`config.mk`:
```
export PLATFORM = sky130hd
export DESIGN_NAME = mem_arbiter
export DESIGN_NICKNAME = d
export VERILOG_FILES = /design/src/rtl/mem_arb_pkg.sv /design/src/rtl/mem_arb_rr.sv /design/src/rtl/mem_arbiter.sv
export SDC_FILE = /design/constraint.sdc
export NUM_CORES = 1
export LEC_CHECK = 0
export CORE_MARGIN = 5
export CORE_UTILIZATION = 38
export DETAILED_ROUTE_END_ITERATION = 6
export PLACE_DENSITY = 0.81
export SETUP_SLACK_MARGIN = 0.4
export SKIP_CTS_REPAIR_TIMING = 1
export SYNTH_ARGS = -nofsm -noshare
export SYNTH_HDL_FRONTEND = slang
export SYNTH_SLANG_ARGS = --single-unit
export TNS_END_PERCENT = 10
```
`constraint.sdc`:
```
create_clock -name CLK -period 2.21 [get_ports CLK]
set_clock_uncertainty 0.05 [all_clocks]
set_input_delay 0.663 -clock CLK [delete_from_list [all_inputs] [get_ports CLK]]
set_output_delay 0.663 -clock CLK [all_outputs]
set_load 0.005 [all_outputs]
```
`src/rtl/mem_arb_pkg.sv`:
```
// Shared definitions for the two-port memory arbiter: FSM encoding, port indices
// and the command-bus values driven while no access is in progress.
package mem_arb_pkg;

    typedef enum logic [1:0] {
        StIdle   = 2'd0,
        StCmd    = 2'd1,
        StRdWait = 2'd2,
        StResp   = 2'd3
    } arb_state_e;

    localparam logic PORT_A = 1'b0;
    localparam logic PORT_B = 1'b1;

    localparam logic IDLE_CE  = 1'b0;
    localparam logic IDLE_CSB = 1'b1;
    localparam logic IDLE_WEB = 1'b1;
    localparam logic IDLE_OEB = 1'b1;

    localparam int unsigned GNT_CNT_W = 16;

endpackage

```
`src/rtl/mem_arb_rr.sv`:
```
// Two-way round-robin picker: a lone requester wins, a tie goes to the port that
// was not granted last. Priority starts at port A out of reset.
module mem_arb_rr
    import mem_arb_pkg::*;
(
    input  logic       clk_i,
    input  logic       rst_i,
    input  logic [1:0] req_i,
    input  logic       en_i,
    output logic       gnt_idx_o,
    output logic       gnt_valid_o
);

    logic prio_q, prio_d;
    logic gnt_idx;
    logic gnt_valid;

    always_comb begin
        gnt_valid = en_i && (req_i != 2'b00);
        case (req_i)
            2'b01:   gnt_idx = PORT_A;
            2'b10:   gnt_idx = PORT_B;
            default: gnt_idx = prio_q;
        endcase
        prio_d = prio_q;
        if (gnt_valid) begin
            prio_d = ~gnt_idx;
        end
    end

    always_ff @(posedge clk_i) begin
        if (rst_i) begin
            prio_q <= PORT_A;
        end else begin
            prio_q <= prio_d;
        end
    end

    assign gnt_idx_o   = gnt_idx;
    assign gnt_valid_o = gnt_valid;

endmodule

```
`src/rtl/mem_arbiter.sv`:
```
// Host/DMA arbiter in front of a single-port memory controller, one access in flight.
// Define MEM_ARBITER_PERF_EN to build the per-port saturating grant counters.
module mem_arbiter
    import mem_arb_pkg::*;
#(
    parameter int unsigned RD_LAT = 2,
    parameter int unsigned ADDR_W = 16,
    parameter int unsigned DATA_W = 8
) (
    input  logic                 CLK,
    input  logic                 RST,
    input  logic                 A_REQ,
    input  logic                 B_REQ,
    input  logic                 A_WE,
    input  logic                 B_WE,
    input  logic [ADDR_W-1:0]    A_ADDR,
    input  logic [ADDR_W-1:0]    B_ADDR,
    input  logic [DATA_W-1:0]    A_WDATA,
    input  logic [DATA_W-1:0]    B_WDATA,
    output logic                 A_ACK,
    output logic                 B_ACK,
    output logic                 A_RVALID,
    output logic                 B_RVALID,
    output logic [DATA_W-1:0]    A_RDATA,
    output logic [DATA_W-1:0]    B_RDATA,
    input  logic                 BIST_EN,
    output logic                 BUSY,
    output logic [ADDR_W-1:0]    ADDR,
    output logic                 CE,
    output logic                 CSB,
    output logic                 WEB,
    output logic                 OEB,
    output logic [DATA_W-1:0]    IDATA,
    input  logic [DATA_W-1:0]    ODATA,
    output logic [GNT_CNT_W-1:0] A_GNT_CNT,
    output logic [GNT_CNT_W-1:0] B_GNT_CNT
);

    localparam int unsigned CNT_W = (RD_LAT > 1) ? $clog2(RD_LAT) : 1;
    localparam logic [CNT_W-1:0] CNT_LAST = CNT_W'(RD_LAT - 1);

    arb_state_e        state_q, state_d;
    logic              owner_q, owner_d;
    logic              we_q, we_d;
    logic [ADDR_W-1:0] addr_q, addr_d;
    logic [DATA_W-1:0] wdata_q, wdata_d;
    logic [CNT_W-1:0]  cnt_q, cnt_d;
    logic [DATA_W-1:0] a_rdata_q, a_rdata_d;
    logic [DATA_W-1:0] b_rdata_q, b_rdata_d;

    logic gnt_idx;
    logic gnt_valid;

    mem_arb_rr u_rr (
        .clk_i       (CLK),
        .rst_i       (RST),
        .req_i       ({B_REQ, A_REQ}),
        .en_i        ((state_q == StIdle) && !BIST_EN),
        .gnt_idx_o   (gnt_idx),
        .gnt_valid_o (gnt_valid)
    );

    always_comb begin
        state_d   = state_q;
        owner_d   = owner_q;
        we_d      = we_q;
        addr_d    = addr_q;
        wdata_d   = wdata_q;
        cnt_d     = cnt_q;
        a_rdata_d = a_rdata_q;
        b_rdata_d = b_rdata_q;
        case (state_q)
            StIdle: begin
                if (gnt_valid) begin
                    owner_d = gnt_idx;
                    we_d    = (gnt_idx == PORT_B) ? B_WE    : A_WE;
                    addr_d  = (gnt_idx == PORT_B) ? B_ADDR  : A_ADDR;
                    wdata_d = (gnt_idx == PORT_B) ? B_WDATA : A_WDATA;
                    state_d = StCmd;
                end
            end
            StCmd: begin
                cnt_d   = '0;
                state_d = we_q ? StIdle : StRdWait;
            end
            StRdWait: begin
                // ODATA is valid on the last wait cycle; capture straight into the owner's holder
                if (cnt_q == CNT_LAST) begin
                    if (owner_q == PORT_B) begin
                        b_rdata_d = ODATA;
                    end else begin
                        a_rdata_d = ODATA;
                    end
                    state_d = StResp;
                end else begin
                    cnt_d = cnt_q + 1'b1;
                end
            end
            StResp: begin
                state_d = StIdle;
            end
            default: begin
                state_d = StIdle;
            end
        endcase
    end

    always_ff @(posedge CLK) begin
        if (RST) begin
            state_q   <= StIdle;
            owner_q   <= PORT_A;
            we_q      <= 1'b0;
            addr_q    <= '0;
            wdata_q   <= '0;
            cnt_q     <= '0;
            a_rdata_q <= '0;
            b_rdata_q <= '0;
        end else begin
            state_q   <= state_d;
            owner_q   <= owner_d;
            we_q      <= we_d;
            addr_q    <= addr_d;
            wdata_q   <= wdata_d;
            cnt_q     <= cnt_d;
            a_rdata_q <= a_rdata_d;
            b_rdata_q <= b_rdata_d;
        end
    end

    always_comb begin
        CE       = IDLE_CE;
        CSB      = IDLE_CSB;
        WEB      = IDLE_WEB;
        OEB      = IDLE_OEB;
        A_ACK    = 1'b0;
        B_ACK    = 1'b0;
        A_RVALID = 1'b0;
        B_RVALID = 1'b0;
        case (state_q)
            StCmd: begin
                CE    = 1'b1;
                CSB   = 1'b0;
                WEB   = ~we_q;
                OEB   = we_q;
                A_ACK = (owner_q == PORT_A);
                B_ACK = (owner_q == PORT_B);
            end
            StRdWait: begin
                CE  = 1'b0;
                CSB = 1'b0;
                WEB = 1'b1;
                OEB = 1'b0;
            end
            StResp: begin
                A_RVALID = (owner_q == PORT_A);
                B_RVALID = (owner_q == PORT_B);
            end
            default: begin
            end
        endcase
    end

    assign BUSY    = (state_q != StIdle);
    assign ADDR    = addr_q;
    assign IDATA   = wdata_q;
    assign A_RDATA = a_rdata_q;
    assign B_RDATA = b_rdata_q;

`ifdef MEM_ARBITER_PERF_EN
    logic [GNT_CNT_W-1:0] a_gnt_cnt_q;
    logic [GNT_CNT_W-1:0] b_gnt_cnt_q;

    always_ff @(posedge CLK) begin
        if (RST) begin
            a_gnt_cnt_q <= '0;
            b_gnt_cnt_q <= '0;
        end else begin
            if (A_ACK && (a_gnt_cnt_q != '1)) begin
                a_gnt_cnt_q <= a_gnt_cnt_q + 1'b1;
            end
            if (B_ACK && (b_gnt_cnt_q != '1)) begin
                b_gnt_cnt_q <= b_gnt_cnt_q + 1'b1;
            end
        end
    end

    assign A_GNT_CNT = a_gnt_cnt_q;
    assign B_GNT_CNT = b_gnt_cnt_q;
`else
    assign A_GNT_CNT = '0;
    assign B_GNT_CNT = '0;
`endif

endmodule

```
# Word level (Yosys, flattened, before mapping)
# Cells that the tools add are included.
# classes
add_sub_neg,1
n_eq_ne,7
muxes,18
n_bitwise,3
n_reduce_logical,12
# ops
op,count
two-way mux 16 bit,1
two-way mux 1 bit,9
two-way mux 8 bit,1
one-hot mux 2 bit (4 select lines),1
"== test 2 bit, second input constant",3
two-way mux 2 bit,3
one-hot mux 1 bit (2 select lines),3
AND reduction 3 bit,2
nonzero test 2 bit,3
"== test 2 x 1 -> 1 bit, second input constant",2
"!= test 2 bit, second input constant",2
AND reduction 2 bit,2
inverter 1 bit,3
logical AND 1 bit,2
logical NOT 2 bit,1
OR reduction 2 bit,1
"adder 1 bit, second input constant",1
logical NOT 1 bit,1
# totals
ff_bits,46
input_bits,63
output_inout_bits,81
wordCells,50

# Logic depth before layout (Yosys ltp)
# logic_depth
word_depth,5
ltp_mapped,6
depth_no_buf,5

# By module
# A second synthesis with hierarchy kept.
# hier_totals
hier_cells,247
area_unflattened_um2,2603.7
# by_module_without_submodules
module,instances,cells_per_inst,area_each_um2,seq_area_each_um2
mem_arbiter,1,235,2487.4,900.9
mem_arb_rr,1,12,116.4,20.0

# Worst setup path after synthesis
# OpenSTA, ideal clock, no wires.
# synth_path
kind,input to register
from,in A_REQ
to,"reg addr_q[15], in the netlist ADDR[15]"
setup_ns,0.089
arrival_time_ns,1.835
t_required_ns,2.071
slack_ns,0.236
stages,6
n_path_buf,1
path_cell_list,inv_1 -> ha_1 -> mux2i_4 -> buf_6 -> nand2_1 -> a311oi_2
# synth_between
elab_chain_len,3
elab_cells_between_ends,7
cone_classes,2 x eq/ne; 2 x mux; 3 x reduce/logical
# synth_lines
item,line_no,text
start: declaration,mem_arbiter.sv:12,"input logic A_REQ,"
== test 2 bit (tied with other cells),mem_arb_rr.sv:20,case (req_i)
one-hot mux 1 bit (2 select lines) / logical AND 1 bit (equally long branches),"mem_arb_rr.sv:20, mem_arb_rr.sv:19",
two-way mux 16 bit / AND reduction 2 bit (equally long branches),--,
end signal: assignment,mem_arbiter.sv:122,addr_q <= addr_d;
end: declaration,mem_arbiter.sv:45,"logic [ADDR_W-1:0] addr_q, addr_d;"
# Parallel ways exist; a longest one is shown, timed or not.
# A chain may end at the register's enable or synchronous reset.

# Final worst setup path
# layout_path
from,reg state_q[0]
to,out OEB
# layout_between
elab_chain_len,2
elab_cells_between_ends,3
cone_classes,2 x eq/ne; 1 x mux
# layout_lines
item,line_no,text
start: declaration,mem_arbiter.sv:42,"arb_state_e state_q, state_d;"
start signal: assignment,mem_arbiter.sv:110,state_q <= StIdle;
start signal: assignment,mem_arbiter.sv:119,state_q <= state_d;
== test 2 bit / == test 2 x 1 -> 1 bit (equally long branches),mem_arbiter.sv:139,case (state_q)
one-hot mux 1 bit (2 select lines) (*),mem_arbiter.sv:139,
end: declaration,mem_arbiter.sv:32,"output logic OEB,"
# Mark *: on every way between the ends. The rest lies on a longest branch, timed or not.

==> summary.md <==
| Metric | Value |
|---|---|
| Outcome | complete, no violations |
| Core area | 0.006314 sq mm |
| Grt ovf | 0 |
| Largest net degree at the start of global routing | 49 |
| Maximum clock rate | ~500 MHz |
| Leakage | ~1.7 nW |
| Number of buffers created by CTS | 5 |
| Worst-skew pair later-pin latency | ~0.3 ns |
| Setup CP Type | reg2out |
| Fin. Hold Viols | 0 |
| CP Launch Type | flop |
| Tot Pwr | roughly 2.5 mW |
| CP Max Fanout | 4 |
| Vias in the first global route | ~2,100 |
| Final worst-path cycle share | 0.9124 |
| Post-Syn Area per Cell | between 9 and 10 sq um |
| Clock Tree Buf Depth | 2 |
| TritonRoute pass-1 iters | 4 |
| RSZ-0062 raised after global routing | true |
| Number of synthesized register bits | 46 |
| Sequential area share after synthesis | 0.3749 |
| Commonest cells after routing, fill and taps aside | clkdlybuf4s50_1 (99), nor2_1 (45), dfxtp_1 (44), nand2_1 (42), conb_1 (32) |
| First-pass GRT wire length | roughly 10,000 um |
| Setup WS pre-CTS | -0.3562 ns |
| Synth area leaders | dfxtp_1 (37%), a311oi_2 (13%), buf_4 (10%) |
| Starting Density | 0.3890 |
| # diodes | 0 |
| CTS sink cnt | 46 |
| Max-cap violations | 0 |
| Starting DRT DRC Count | 32 |
| Synthesized area | roughly 0.0025 sq mm |
| Arr. time, crit path | approximately 1.3 ns |
| RD Place Congestion | slightly below 0.8 |
| Worst hold-check path type | reg2reg |
| WL final | ~7000 um |
| Most common cell after layout, fill and taps aside | clkdlybuf4s50_1 |
| CTS tree | done |
| Setup TNS | 0 ns |
| Yosys cell types | 29 |
| Dpl hpwl | slightly below 5000 um |
| H-tree levels | 2 |
| Post-route DRC | 0 |
| Max_slew headroom | 0.6382 |
| Row Count | 29 |
| Min Clock Period, post-route | 2.016 ns |
| DRT antenna net count | 0 |
| Die W | 90.40 um |
| Slew @ Worst Pin | roughly 0.54 ns |
| Die Y | roughly 90 um |
| Synth warn | 0 |
| Final slew viol count | 0 |
| Yosys top cell by area | dfxtp_1 |
| Worst setup EP type | output pin |
| Hold_ws | about 0.45 ns |
| WL/cell | roughly 15 um |
| Via count | roughly 2,200 |
| VDD IR max | 296.3 uV |
| Power density over cell area | around 620 mW/mm^2 |
| PortBufs | around 110 |
| Area delta synth->final | 61.28% |
| Worst-path clk slew | 0.09 ns |
| CP required | 1.50 ns |
| Final setup fails | 0 |
| Tot GR Track Use | 0.1462 |
| Synth top area share | 0.3749 |
| I/O pin count | 144 |
| CTS root buffer | clkbuf_8 |
| Average vias per placed instance | approximately 4.7 |
| Nets | between 400 and 500 |
| Syn Inst Count | 265 |
| Die ar. | 0.008171 sq mm |
| Share of cells above drive strength 1 | 0.2393 |
| Final WS setup | between 0.15 and 0.2 ns |
| Initial antenna violation count | 0 |
-- synth_stat cells --
cell type / number
clkbuf_1: 3
nand2_1: 51
buf_1: 1
a311o_1: 1
ha_1: 7
and2_1: 2
buf_2: 2
o41ai_1: 1
nand3b_1: 1
o21ai_0: 2
nor2b_1: 1
nand3_1: 1
a311oi_2: 22
mux2i_1: 18
a211oi_2: 1
buf_6: 7
a21oi_1: 1
nor3b_4: 1
a311oi_1: 3
nand2b_1: 1
conb_1: 1
nor2_1: 46
buf_4: 34
nand3_2: 1
dfxtp_1: 46
a211oi_1: 1
mux2_4: 1
mux2i_4: 1
inv_1: 7
-- final timing paths --
check | end | depth (start not counted) | start | slack, ns
max | OEB | 4 | state_q[0] | 0.19
min | B_RDATA[3] | 2 | B_RDATA[3] | 0.45
max reg2reg | ADDR[13] | 9 | flop | 0.37
min reg2reg | B_RDATA[3] | 2 | B_RDATA[3] | 0.45
-- critical path, stage by stage, from the launching register on --
cell	delay, ns
dfxtp_4	0.38
inv_2	0.06
ha_1	0.20
o21ai_0	0.19
dlymetal6s2s_1	0.17
-- flip-flops by register name, indices dropped and copies added, names as in the netlist, named ones only --
register and count:
u_rr.prio_q 1, ADDR 16, A_RDATA 8, IDATA 8, state_q 1, we_q 1, owner_q 1, B_RDATA 8
cnt_q 1
-- stage by stage --
| stage | instances | util | area (sq um) |
|---|---|---|---|
| after global routing | 474 | 0.6274 | 3961 |
| after floorplan | 296 | - | 2623 |
| after CTS | 464 | 0.5973 | 3771 |
| final | 474 | 0.6274 | 3961 |
| after detailed placement | 456 | 0.5795 | 3659 |
| after global placement | 456 | 0.5795 | 3659 |
-- final cells by class --
cell class | instances | area, sq um
Fill cell | 545 | 2352
Clock buffer | 5 | 68.82
Multi-Input combinational cell | 197 | 1354
Clock inverter | 3 | 43.79
Sequential cell | 46 | 928.4
Tap cell | 77 | 96.34
Timing Repair Buffer | 139 | 1419
Inverter | 7 | 51.30
-- per-layer routing --
layer / GRT usage / up-vias / routed length [um]
met5: 0 / - / 0
met4: 0.02978 / 0 / 39
met3: 0.05667 / 4 / 579
met2: 0.2512 / 95 / 3586
met1: 0.1726 / 1029 / 2971
li1: - / 1095 / -
-- power breakdown --
| part | internal [mW] | switching (mW) |
|---|---|---|
| Sequential | 0.900 | 0.0509 |
| Clock | 0.339 | 0.298 |
| Combinational | 0.496 | 0.372 |
-- cells by family (layout without fill, tap and decap cells) --
| logic type | Yosys count | after routing | share of synthesized area |
|---|---|---|---|
| AOI/OAI and AO/OA | 32 | 32 | 0.1671 |
| and+or+nand+nor | 105 | 105 | 0.1752 |
| DFF | 46 | 46 | 0.3749 |
| adders and majority gates | 7 | 7 | 0.03566 |
| other | 1 | 32 | 0.001527 |
| buffers and inverters | 54 | 154 | 0.1569 |
| muxes | 20 | 21 | 0.08864 |
No activity file was read; power rests on OpenSTA's default activity.
